File: src/rtl/multicycle_control_pkg.sv
// multicycle_control_pkg
//   Shared constants for the multi-cycle RV32I main controller: opcodes,
//   state encoding, datapath select encodings, error codes and the packed
//   control-word struct driven toward the datapath.
package multicycle_control_pkg;

    // RV32I major opcodes handled by the controller
    localparam logic [6:0] OP_R      = 7'b0110011;
    localparam logic [6:0] OP_I      = 7'b0010011;
    localparam logic [6:0] OP_LOAD   = 7'b0000011;
    localparam logic [6:0] OP_STORE  = 7'b0100011;
    localparam logic [6:0] OP_BRANCH = 7'b1100011;
    localparam logic [6:0] OP_JAL    = 7'b1101111;
    localparam logic [6:0] OP_JALR   = 7'b1100111;

    // State encoding (4-bit)
    typedef logic [3:0] state_t;
    localparam state_t ST_FETCH     = 4'd0;
    localparam state_t ST_DECODE    = 4'd1;
    localparam state_t ST_MEM_ADDR  = 4'd2;
    localparam state_t ST_MEM_READ  = 4'd3;
    localparam state_t ST_MEM_WB    = 4'd4;
    localparam state_t ST_MEM_WRITE = 4'd5;
    localparam state_t ST_EXEC_R    = 4'd6;
    localparam state_t ST_EXEC_I    = 4'd7;
    localparam state_t ST_ALU_WB    = 4'd8;
    localparam state_t ST_BRANCH    = 4'd9;
    localparam state_t ST_JAL       = 4'd10;
    localparam state_t ST_JALR      = 4'd11;
    localparam state_t ST_ERROR     = 4'd12;

    // ALUOp
    localparam logic [1:0] ALUOP_ADD   = 2'b00;
    localparam logic [1:0] ALUOP_BR    = 2'b01;
    localparam logic [1:0] ALUOP_FUNCT = 2'b10;
    localparam logic [1:0] ALUOP_JUMP  = 2'b11;

    // ALUSrcA
    localparam logic [1:0] SRCA_PC     = 2'b00;
    localparam logic [1:0] SRCA_RS1    = 2'b01;
    localparam logic [1:0] SRCA_OLDPC  = 2'b10;

    // ALUSrcB
    localparam logic [1:0] SRCB_RS2    = 2'b00;
    localparam logic [1:0] SRCB_FOUR   = 2'b01;
    localparam logic [1:0] SRCB_IMM    = 2'b10;

    // MemtoReg
    localparam logic [1:0] WB_ALUOUT   = 2'b00;
    localparam logic [1:0] WB_MDR      = 2'b01;
    localparam logic [1:0] WB_PC4      = 2'b10;

    // PCSource
    localparam logic [1:0] PCSRC_ALU    = 2'b00;
    localparam logic [1:0] PCSRC_ALUOUT = 2'b01;

    // err_code
    localparam logic [1:0] ERR_NONE    = 2'b00;
    localparam logic [1:0] ERR_ILLEGAL = 2'b01;
    localparam logic [1:0] ERR_TIMEOUT = 2'b10;

    typedef struct packed {
        logic       pc_write;
        logic       ir_write;
        logic       mem_read;
        logic       mem_write;
        logic       reg_write;
        logic       branch;
        logic       jump;
        logic       iord;
        logic [1:0] mem_to_reg;
        logic [1:0] alu_src_a;
        logic [1:0] alu_src_b;
        logic [1:0] alu_op;
        logic [1:0] pc_source;
    } ctrl_t;

endpackage

File: src/rtl/multicycle_control_if.sv
// multicycle_control_if
//   Bundle between the controller and the multi-cycle datapath.
//   master: controller side (takes opcode/mem_ready, drives controls/status)
//   slave : datapath side
interface multicycle_control_if #(
    parameter int CNT_W = 32
);
    logic [6:0]       opcode;
    logic             mem_ready;
    logic             PCWrite;
    logic             IRWrite;
    logic             MemRead;
    logic             MemWrite;
    logic             RegWrite;
    logic             Branch;
    logic             Jump;
    logic             IorD;
    logic [1:0]       MemtoReg;
    logic [1:0]       ALUSrcA;
    logic [1:0]       ALUSrcB;
    logic [1:0]       ALUOp;
    logic [1:0]       PCSource;
    logic             error;
    logic [1:0]       err_code;
    logic             retire;
    logic [CNT_W-1:0] instr_count;

    modport master (
        input  opcode, mem_ready,
        output PCWrite, IRWrite, MemRead, MemWrite, RegWrite, Branch, Jump, IorD,
               MemtoReg, ALUSrcA, ALUSrcB, ALUOp, PCSource,
               error, err_code, retire, instr_count
    );

    modport slave (
        output opcode, mem_ready,
        input  PCWrite, IRWrite, MemRead, MemWrite, RegWrite, Branch, Jump, IorD,
               MemtoReg, ALUSrcA, ALUSrcB, ALUOp, PCSource,
               error, err_code, retire, instr_count
    );
endinterface

File: src/rtl/multicycle_control_mem_wait_timer.sv
// mem_wait_timer
//   Counts consecutive not-ready cycles while the controller is waiting on
//   memory and flags a timeout.
//   clk, reset   : clock, synchronous active-high reset
//   i_active     : controller is in a state that waits on mem_ready
//   i_ready      : mem_ready
//   i_clear      : controller changes state this cycle
//   o_timeout    : counter already holds MEM_TIMEOUT and memory is still not ready
module mem_wait_timer #(
    parameter int MEM_TIMEOUT = 15
) (
    input  logic clk,
    input  logic reset,
    input  logic i_active,
    input  logic i_ready,
    input  logic i_clear,
    output logic o_timeout
);
    localparam int CW = (MEM_TIMEOUT < 1) ? 1 : $clog2(MEM_TIMEOUT + 1);
    localparam logic [CW-1:0] LIMIT = CW'(MEM_TIMEOUT);

    logic [CW-1:0] r_cnt;
    logic          w_waiting;

    assign w_waiting = i_active && !i_ready;

    // MEM_TIMEOUT full wait cycles are tolerated; a further not-ready cycle
    // with the count sitting at the limit expires. A ready in that cycle wins.
    assign o_timeout = (MEM_TIMEOUT != 0) && w_waiting && (r_cnt == LIMIT);

    always_ff @(posedge clk) begin
        if (reset || i_clear) begin
            r_cnt <= '0;
        end else if (w_waiting && (r_cnt != LIMIT)) begin
            // saturate at the limit; with MEM_TIMEOUT=0 the count stays 0
            r_cnt <= r_cnt + CW'(1);
        end
    end
endmodule

File: src/rtl/multicycle_control.sv
// multicycle_control
//   Multi-cycle RV32I main controller. Sequences each instruction through
//   fetch/decode/execute/memory/writeback and drives Moore datapath controls.
//   clk, reset : clock, synchronous active-high reset
//   bus        : master side of multicycle_control_if (opcode, mem_ready in;
//                datapath controls, error/err_code, retire, instr_count out)
module multicycle_control
    import multicycle_control_pkg::*;
#(
    parameter int MEM_TIMEOUT = 15,
    parameter int CNT_W       = 32
) (
    input  logic                 clk,
    input  logic                 reset,
    multicycle_control_if.master bus
);
    state_t           r_state;
    state_t           w_next;
    logic [6:0]       r_op_q;
    logic             r_error;
    logic [1:0]       r_err_code;
    logic             r_retire;
    logic [CNT_W-1:0] r_count;

    logic             w_wait_state;
    logic             w_timeout;
    logic             w_retire;
    ctrl_t            w_ctrl;

    assign w_wait_state = (r_state == ST_FETCH) || (r_state == ST_MEM_READ) ||
                          (r_state == ST_MEM_WRITE);

    mem_wait_timer #(.MEM_TIMEOUT(MEM_TIMEOUT)) u_timer (
        .clk       (clk),
        .reset     (reset),
        .i_active  (w_wait_state),
        .i_ready   (bus.mem_ready),
        .i_clear   (w_next != r_state),
        .o_timeout (w_timeout)
    );

    // next state
    always_comb begin
        w_next = r_state;
        case (r_state)
            ST_FETCH: begin
                if (bus.mem_ready)  w_next = ST_DECODE;
                else if (w_timeout) w_next = ST_ERROR;
            end
            ST_DECODE: begin
                case (bus.opcode)
                    OP_R:              w_next = ST_EXEC_R;
                    OP_I:              w_next = ST_EXEC_I;
                    OP_LOAD, OP_STORE: w_next = ST_MEM_ADDR;
                    OP_BRANCH:         w_next = ST_BRANCH;
                    OP_JAL:            w_next = ST_JAL;
                    OP_JALR:           w_next = ST_JALR;
                    default:           w_next = ST_ERROR;
                endcase
            end
            ST_MEM_ADDR:  w_next = (r_op_q == OP_LOAD) ? ST_MEM_READ : ST_MEM_WRITE;
            ST_MEM_READ: begin
                if (bus.mem_ready)  w_next = ST_MEM_WB;
                else if (w_timeout) w_next = ST_ERROR;
            end
            ST_MEM_WB:    w_next = ST_FETCH;
            ST_MEM_WRITE: begin
                if (bus.mem_ready)  w_next = ST_FETCH;
                else if (w_timeout) w_next = ST_ERROR;
            end
            ST_EXEC_R, ST_EXEC_I:                   w_next = ST_ALU_WB;
            ST_ALU_WB, ST_BRANCH, ST_JAL, ST_JALR:  w_next = ST_FETCH;
            ST_ERROR:                               w_next = ST_ERROR;
            default:                                w_next = ST_FETCH;
        endcase
    end

    // an instruction completes on the edge that returns to FETCH from a final state
    assign w_retire = (w_next == ST_FETCH) &&
                      ((r_state == ST_MEM_WB) || (r_state == ST_MEM_WRITE) ||
                       (r_state == ST_ALU_WB) || (r_state == ST_BRANCH) ||
                       (r_state == ST_JAL)    || (r_state == ST_JALR));

    always_ff @(posedge clk) begin
        if (reset) begin
            r_state    <= ST_FETCH;
            r_op_q     <= '0;
            r_error    <= 1'b0;
            r_err_code <= ERR_NONE;
            r_retire   <= 1'b0;
            r_count    <= '0;
        end else begin
            r_state  <= w_next;
            r_retire <= w_retire;
            if (r_state == ST_DECODE) r_op_q <= bus.opcode;
            if ((r_state == ST_DECODE) && (w_next == ST_ERROR)) begin
                r_error    <= 1'b1;
                r_err_code <= ERR_ILLEGAL;
            end else if (w_timeout) begin
                r_error    <= 1'b1;
                r_err_code <= ERR_TIMEOUT;
            end
            if (w_retire) r_count <= r_count + CNT_W'(1);
        end
    end

    // Moore control decode; FETCH's IR/PC writes follow mem_ready
    always_comb begin
        w_ctrl = '0;
        case (r_state)
            ST_FETCH: begin
                w_ctrl.mem_read  = 1'b1;
                w_ctrl.ir_write  = bus.mem_ready;
                w_ctrl.pc_write  = bus.mem_ready;
                w_ctrl.iord      = 1'b0;
                w_ctrl.alu_src_a = SRCA_PC;
                w_ctrl.alu_src_b = SRCB_FOUR;
                w_ctrl.alu_op    = ALUOP_ADD;
                w_ctrl.pc_source = PCSRC_ALU;
            end
            ST_DECODE: begin
                w_ctrl.alu_src_a = SRCA_OLDPC;
                w_ctrl.alu_src_b = SRCB_IMM;
                w_ctrl.alu_op    = ALUOP_ADD;
            end
            ST_MEM_ADDR: begin
                w_ctrl.alu_src_a = SRCA_RS1;
                w_ctrl.alu_src_b = SRCB_IMM;
                w_ctrl.alu_op    = ALUOP_ADD;
            end
            ST_MEM_READ: begin
                w_ctrl.mem_read = 1'b1;
                w_ctrl.iord     = 1'b1;
            end
            ST_MEM_WB: begin
                w_ctrl.reg_write  = 1'b1;
                w_ctrl.mem_to_reg = WB_MDR;
            end
            ST_MEM_WRITE: begin
                w_ctrl.mem_write = 1'b1;
                w_ctrl.iord      = 1'b1;
            end
            ST_EXEC_R, ST_EXEC_I: begin
                w_ctrl.alu_src_a = SRCA_RS1;
                w_ctrl.alu_src_b = (r_state == ST_EXEC_I) ? SRCB_IMM : SRCB_RS2;
                w_ctrl.alu_op    = ALUOP_FUNCT;
            end
            ST_ALU_WB: begin
                w_ctrl.reg_write  = 1'b1;
                w_ctrl.mem_to_reg = WB_ALUOUT;
            end
            ST_BRANCH: begin
                w_ctrl.alu_src_a = SRCA_RS1;
                w_ctrl.alu_src_b = SRCB_RS2;
                w_ctrl.alu_op    = ALUOP_BR;
                w_ctrl.branch    = 1'b1;
                w_ctrl.pc_source = PCSRC_ALUOUT;
            end
            ST_JAL: begin
                w_ctrl.pc_write   = 1'b1;
                w_ctrl.pc_source  = PCSRC_ALUOUT;
                w_ctrl.reg_write  = 1'b1;
                w_ctrl.mem_to_reg = WB_PC4;
                w_ctrl.jump       = 1'b1;
            end
            ST_JALR: begin
                w_ctrl.alu_src_a  = SRCA_RS1;
                w_ctrl.alu_src_b  = SRCB_IMM;
                w_ctrl.alu_op     = ALUOP_JUMP;
                w_ctrl.pc_write   = 1'b1;
                w_ctrl.pc_source  = PCSRC_ALU;
                w_ctrl.reg_write  = 1'b1;
                w_ctrl.mem_to_reg = WB_PC4;
                w_ctrl.jump       = 1'b1;
            end
            default: w_ctrl = '0;
        endcase
        // nothing reaches the datapath while reset is held, so an aborted
        // instruction cannot commit a write in the reset cycle
        if (reset) w_ctrl = '0;
    end

    assign bus.PCWrite     = w_ctrl.pc_write;
    assign bus.IRWrite     = w_ctrl.ir_write;
    assign bus.MemRead     = w_ctrl.mem_read;
    assign bus.MemWrite    = w_ctrl.mem_write;
    assign bus.RegWrite    = w_ctrl.reg_write;
    assign bus.Branch      = w_ctrl.branch;
    assign bus.Jump        = w_ctrl.jump;
    assign bus.IorD        = w_ctrl.iord;
    assign bus.MemtoReg    = w_ctrl.mem_to_reg;
    assign bus.ALUSrcA     = w_ctrl.alu_src_a;
    assign bus.ALUSrcB     = w_ctrl.alu_src_b;
    assign bus.ALUOp       = w_ctrl.alu_op;
    assign bus.PCSource    = w_ctrl.pc_source;
    assign bus.error       = r_error & ~reset;
    assign bus.err_code    = reset ? ERR_NONE : r_err_code;
    assign bus.retire      = r_retire & ~reset;
    assign bus.instr_count = reset ? '0 : r_count;
endmodule
File: src/flat_wrapper.sv
// flat-port wrapper written by rule: the top's interface ports become plain ports
module multicycle_control_flat import multicycle_control_pkg::*;
#(
    parameter int MEM_TIMEOUT = 15,
    parameter int CNT_W       = 32
)
  (clk, reset, bus_opcode, bus_mem_ready, bus_PCWrite, bus_IRWrite, bus_MemRead, bus_MemWrite, bus_RegWrite, bus_Branch, bus_Jump, bus_IorD, bus_MemtoReg, bus_ALUSrcA, bus_ALUSrcB, bus_ALUOp, bus_PCSource, bus_error, bus_err_code, bus_retire, bus_instr_count);
  multicycle_control_if #(.CNT_W(CNT_W)) bus_i ();
  input  logic clk;
  input  logic reset;
  input wire logic [$bits(bus_i.opcode)-1:0] bus_opcode;
  input wire logic [$bits(bus_i.mem_ready)-1:0] bus_mem_ready;
  output wire logic [$bits(bus_i.PCWrite)-1:0] bus_PCWrite;
  output wire logic [$bits(bus_i.IRWrite)-1:0] bus_IRWrite;
  output wire logic [$bits(bus_i.MemRead)-1:0] bus_MemRead;
  output wire logic [$bits(bus_i.MemWrite)-1:0] bus_MemWrite;
  output wire logic [$bits(bus_i.RegWrite)-1:0] bus_RegWrite;
  output wire logic [$bits(bus_i.Branch)-1:0] bus_Branch;
  output wire logic [$bits(bus_i.Jump)-1:0] bus_Jump;
  output wire logic [$bits(bus_i.IorD)-1:0] bus_IorD;
  output wire logic [$bits(bus_i.MemtoReg)-1:0] bus_MemtoReg;
  output wire logic [$bits(bus_i.ALUSrcA)-1:0] bus_ALUSrcA;
  output wire logic [$bits(bus_i.ALUSrcB)-1:0] bus_ALUSrcB;
  output wire logic [$bits(bus_i.ALUOp)-1:0] bus_ALUOp;
  output wire logic [$bits(bus_i.PCSource)-1:0] bus_PCSource;
  output wire logic [$bits(bus_i.error)-1:0] bus_error;
  output wire logic [$bits(bus_i.err_code)-1:0] bus_err_code;
  output wire logic [$bits(bus_i.retire)-1:0] bus_retire;
  output wire logic [$bits(bus_i.instr_count)-1:0] bus_instr_count;
  assign bus_i.opcode = bus_opcode;
  assign bus_i.mem_ready = bus_mem_ready;
  assign bus_PCWrite = bus_i.PCWrite;
  assign bus_IRWrite = bus_i.IRWrite;
  assign bus_MemRead = bus_i.MemRead;
  assign bus_MemWrite = bus_i.MemWrite;
  assign bus_RegWrite = bus_i.RegWrite;
  assign bus_Branch = bus_i.Branch;
  assign bus_Jump = bus_i.Jump;
  assign bus_IorD = bus_i.IorD;
  assign bus_MemtoReg = bus_i.MemtoReg;
  assign bus_ALUSrcA = bus_i.ALUSrcA;
  assign bus_ALUSrcB = bus_i.ALUSrcB;
  assign bus_ALUOp = bus_i.ALUOp;
  assign bus_PCSource = bus_i.PCSource;
  assign bus_error = bus_i.error;
  assign bus_err_code = bus_i.err_code;
  assign bus_retire = bus_i.retire;
  assign bus_instr_count = bus_i.instr_count;
  multicycle_control #(.MEM_TIMEOUT(MEM_TIMEOUT), .CNT_W(CNT_W)) u_core (.clk(clk), .reset(reset), .bus(bus_i));
endmodule
File: config.mk
export PLATFORM = sky130hd
export DESIGN_NAME = multicycle_control_flat
export DESIGN_NICKNAME = d
export VERILOG_FILES = /design/src/rtl/multicycle_control_pkg.sv /design/src/rtl/multicycle_control_if.sv /design/src/rtl/multicycle_control_mem_wait_timer.sv /design/src/rtl/multicycle_control.sv /design/src/flat_wrapper.sv
export SDC_FILE = /design/constraint.sdc
export NUM_CORES = 1
export LEC_CHECK = 0
export CAP_MARGIN = 20
export CELL_PAD_IN_SITES_DETAIL_PLACEMENT = 0
export CELL_PAD_IN_SITES_GLOBAL_PLACEMENT = 2
export CORE_AREA = 2 2 105 107
export DETAILED_ROUTE_END_ITERATION = 10
export DIE_AREA = 0 0 107 109
export PLACE_DENSITY = 0.83
export SYNTH_ARGS = -nofsm -noshare
export SYNTH_HDL_FRONTEND = slang
export SYNTH_SLANG_ARGS = --single-unit
File: constraint.sdc
create_clock -name clk -period 3 [get_ports clk]
set_clock_uncertainty 0.05 [all_clocks]
set_input_delay 0.6 -clock clk [delete_from_list [all_inputs] [get_ports clk]]
set_output_delay 0.6 -clock clk [all_outputs]
set_load 0.05 [all_outputs]
==> results.md <==
* Worst Reg2Reg Path Length in Cells at 5
* Clock group share of total power at 38.3%
* Reg2Reg Launch Point: u_core.r_count[8]
* Number of register bits inferred by synthesis at 51
* Most frequent cells in the layout: buf_4, dfxtp_1, nor2_1
* Post-Syn Nets at 402
* Syn Std Cell Area at between 0.002 and 0.003 mm2
* Logic pwr share at between 10 and 15%
* Tmin final at roughly 2.8 ns
* Die H at 109 um
* Via Count at 2940
* TritonCTS clock tree: yes
* Max IR drop VDD at 0.197 mV
* CTS sink count at 51
* Ant diodes at 0
* Io pins at 64
* Cell variety after synth at 56
* WL/cell at 13.7 um
* Initial antenna violation count at 0
* Leading cell type in the layout, fill and taps excluded: buf_4
* Via density at 4.99
* Final WL at 8.07 mm
* Die Width at 107 um
* Worst-path maximum fanout at 11
* Crit share post-route at 93.5%
* Design area at 0.00382 mm2
* Share of layout cells above drive strength 1 at around 17%
* Rows at 38
* WS Path Type: register to primary output
* # Post-CTS Setup Buffers at 0
* Vias in the first global route at between 2000 and 3000
* DRT iter0 DRCs at between 100 and 150
* Worst reg2reg path endpoint: u_core.r_count[21]
* Mapped Cells at 390
* Yosys warns at 0
* Switch Pwr at 0.000394 W
* Post-synthesis sequential area ratio at approximately 34%
* Critical Path Start: u_core.r_state[3]
* R2R setup slack at ~0.28 ns
* Pwr Density at 390 mW/mm2
* Unrepaired setup endpoints after global routing: false
* Number of remaining DRC errors at 0
* Status: finished, final reports clean
* Global-route wire length before repair at 13.2 mm
* # setup viols final at 0
* Fmax at 356 MHz
* CTS buffer count at 5
* Placed inst area at around 0.0037 mm2
* Endpoints failing hold at 0
* Largest net degree at the start of global routing at 36
* Worst-Skew Late Latency at 0.31 ns
* MaxCap Viol Count at 0
* CORE AREA at between 0.01 and 0.015 mm2
* Slew HR at about 62%
* Critical path required time at between 2 and 2.5 ns
* Post-CTS Hold Fix Bufs at 0
* Critical path data arrival time at about 2.2 ns
* Synthesized area per cell at 7.63 um2
* Lkg Pwr at approximately 1.3 nW
* Detail Route Antenna Nets at 0
* Die footprint at 0.0117 mm2
* CP endpoint kind: primary output
* Final GP Congestion at 0.783
* Cell chain of the critical path: nor2b_1 > nand2_1 > nor2_1 > clkdlybuf4s50_1
* Initial Util at 28.1%
* Resized cells post-CTS at 0
* Hold slack at 0.408 ns
* DP Wirelength at just under 6 mm
* Grt total ovfl at 0
* Top FF cell, synth: dfxtp_1
* Htree depth at 2
* IO Port Bufs at between 60 and 70
* Root Buffer: clkbuf_8
* P_int at around 0.0011 W
* Final slew viol count at 0
* Type of origin of the critical path: register
* # nets final at between 400 and 500
* Setup crit end: bus_PCSource[0]
* Slew @ Worst Pin at 0.563 ns
* Sw frac at 26.5%
* Worst path slowest cell: clkdlybuf4s50_1
* Layout overhead on the synthesized area at 28.4%
* Maximum buffer depth of the clock tree at 2
* Reg clk slew, reported paths at 0.10 ns
* Synth async-reset ratio at 0%
* Slowest stage delay, CP at 0.81 ns
* Total track usage at 13.9%
* DRT Pass-1 Iters at 4
* Post-synth EDFFs at 0
* Reg power frac at 47.0%
* Worst hold path class: register to register
* Final core utilization at 36.0%
## worst max-delay path, delay by kind of cell, from the launching register on
| family | cells | cell delay [ns] |
|---|---|---|
| and+or+nand+nor | 3 | 0.51 |
| DFF | 1 | 0.54 |
| buffers and inverters | 1 | 0.81 |
## how the worst min path moves through the flow
| stage | startpoint | to | slack [ns] | depth (start not counted) |
|---|---|---|---|---|
| global placement | u_core.r_op_q[0] | u_core.r_op_q[0] | 0.39 | 2 |
| global route | u_core.r_err_code[0] | u_core.r_err_code[0] | 0.43 | 2 |
| finish | u_core.r_err_code[0] | u_core.r_err_code[0] | 0.41 | 2 |
| detailed placement | u_core.r_op_q[0] | u_core.r_op_q[0] | 0.40 | 2 |
| floorplan | u_core.r_op_q[0] | u_core.r_op_q[0] | 0.38 | 2 |
| CTS | u_core.r_err_code[0] | u_core.r_err_code[0] | 0.41 | 2 |
## metrics by stage
stage | setup TNS (ns) | setup slack, ns | total power, W | instances
after detailed placement | 0 | 0.218 | 0.000935 | 581
after global routing | 0 | 0.0488 | 0.00156 | 589
after global placement | 0 | 0.267 | 0.000934 | 581
after floorplan | -0.0728 | -0.0728 | 0.000862 | 390
final | 0 | 0.194 | 0.00149 | 589
after CTS | 0 | 0.161 | 0.00151 | 589
## synthesized netlist by cell type (all sizes together), types with 8 or more instances
| master | instances | area [um2] |
|---|---|---|
| nor4 | 12 | 75.1 |
| xnor2 | 19 | 166 |
| clkbuf | 21 | 78.8 |
| nand3 | 16 | 80.1 |
| or4 | 9 | 67.6 |
| nor2 | 43 | 161 |
| nor3 | 15 | 75.1 |
| nor2b | 34 | 213 |
| dfxtp | 51 | 1020 |
| a21oi | 34 | 170 |
| o21ai | 8 | 40.0 |
| inv | 9 | 33.8 |
| nand2 | 32 | 120 |
## layer usage
| metal | up-vias | routed length [um] | global-route usage, % |
|---|---|---|---|
| met4 | 0 | 86 | 3.34 |
| met3 | 9 | 376 | 2.81 |
| li1 | 1495 | - | - |
| met1 | 1366 | 3770 | 17.6 |
| met5 | - | 0 | 0 |
| met2 | 70 | 3840 | 24.4 |
## power groups by stage
stage | combinational (W) | sequential [W] | clock, W
after global routing | 0.000241 | 0.000702 | 0.000615
after detailed placement | 0.000219 | 0.000716 | 0
after floorplan | 0.000150 | 0.000712 | 0
after global placement | 0.000218 | 0.000715 | 0
final | 0.000219 | 0.000700 | 0.000571
after CTS | 0.000220 | 0.000700 | 0.000589
## cells by family after synthesis
kind of cell	synth area share (%)
AOI/OAI and AO/OA	14.6
xor gates and xnor gates	6.77
other	0.126
and+or+nand+nor	37.9
adders and majority gates	0.841
muxes	0.715
DFF	34.3
buffers and inverters	4.75
## area by class of cell
cell class | count | area (um2)
Tap cell | 140 | 175
Timing Repair Buffer | 77 | 618
Inverter | 9 | 33.8
Clock buffer | 6 | 72.6
Fill cell | 1122 | 6790
Clock inverter | 2 | 60.1
Sequential cell | 51 | 1020
Multi-Input combinational cell | 304 | 1840
## registers in the layout, summed over array words and instances (netlist names)
register / flops
u_core.r_count: 32
u_core.r_err_code: 2
u_core.r_error: 1
u_core.r_op_q: 7
u_core.r_retire: 1
u_core.r_state: 4
u_core.u_timer.r_cnt: 4
Note: power is estimated with default switching activity, not from simulation.
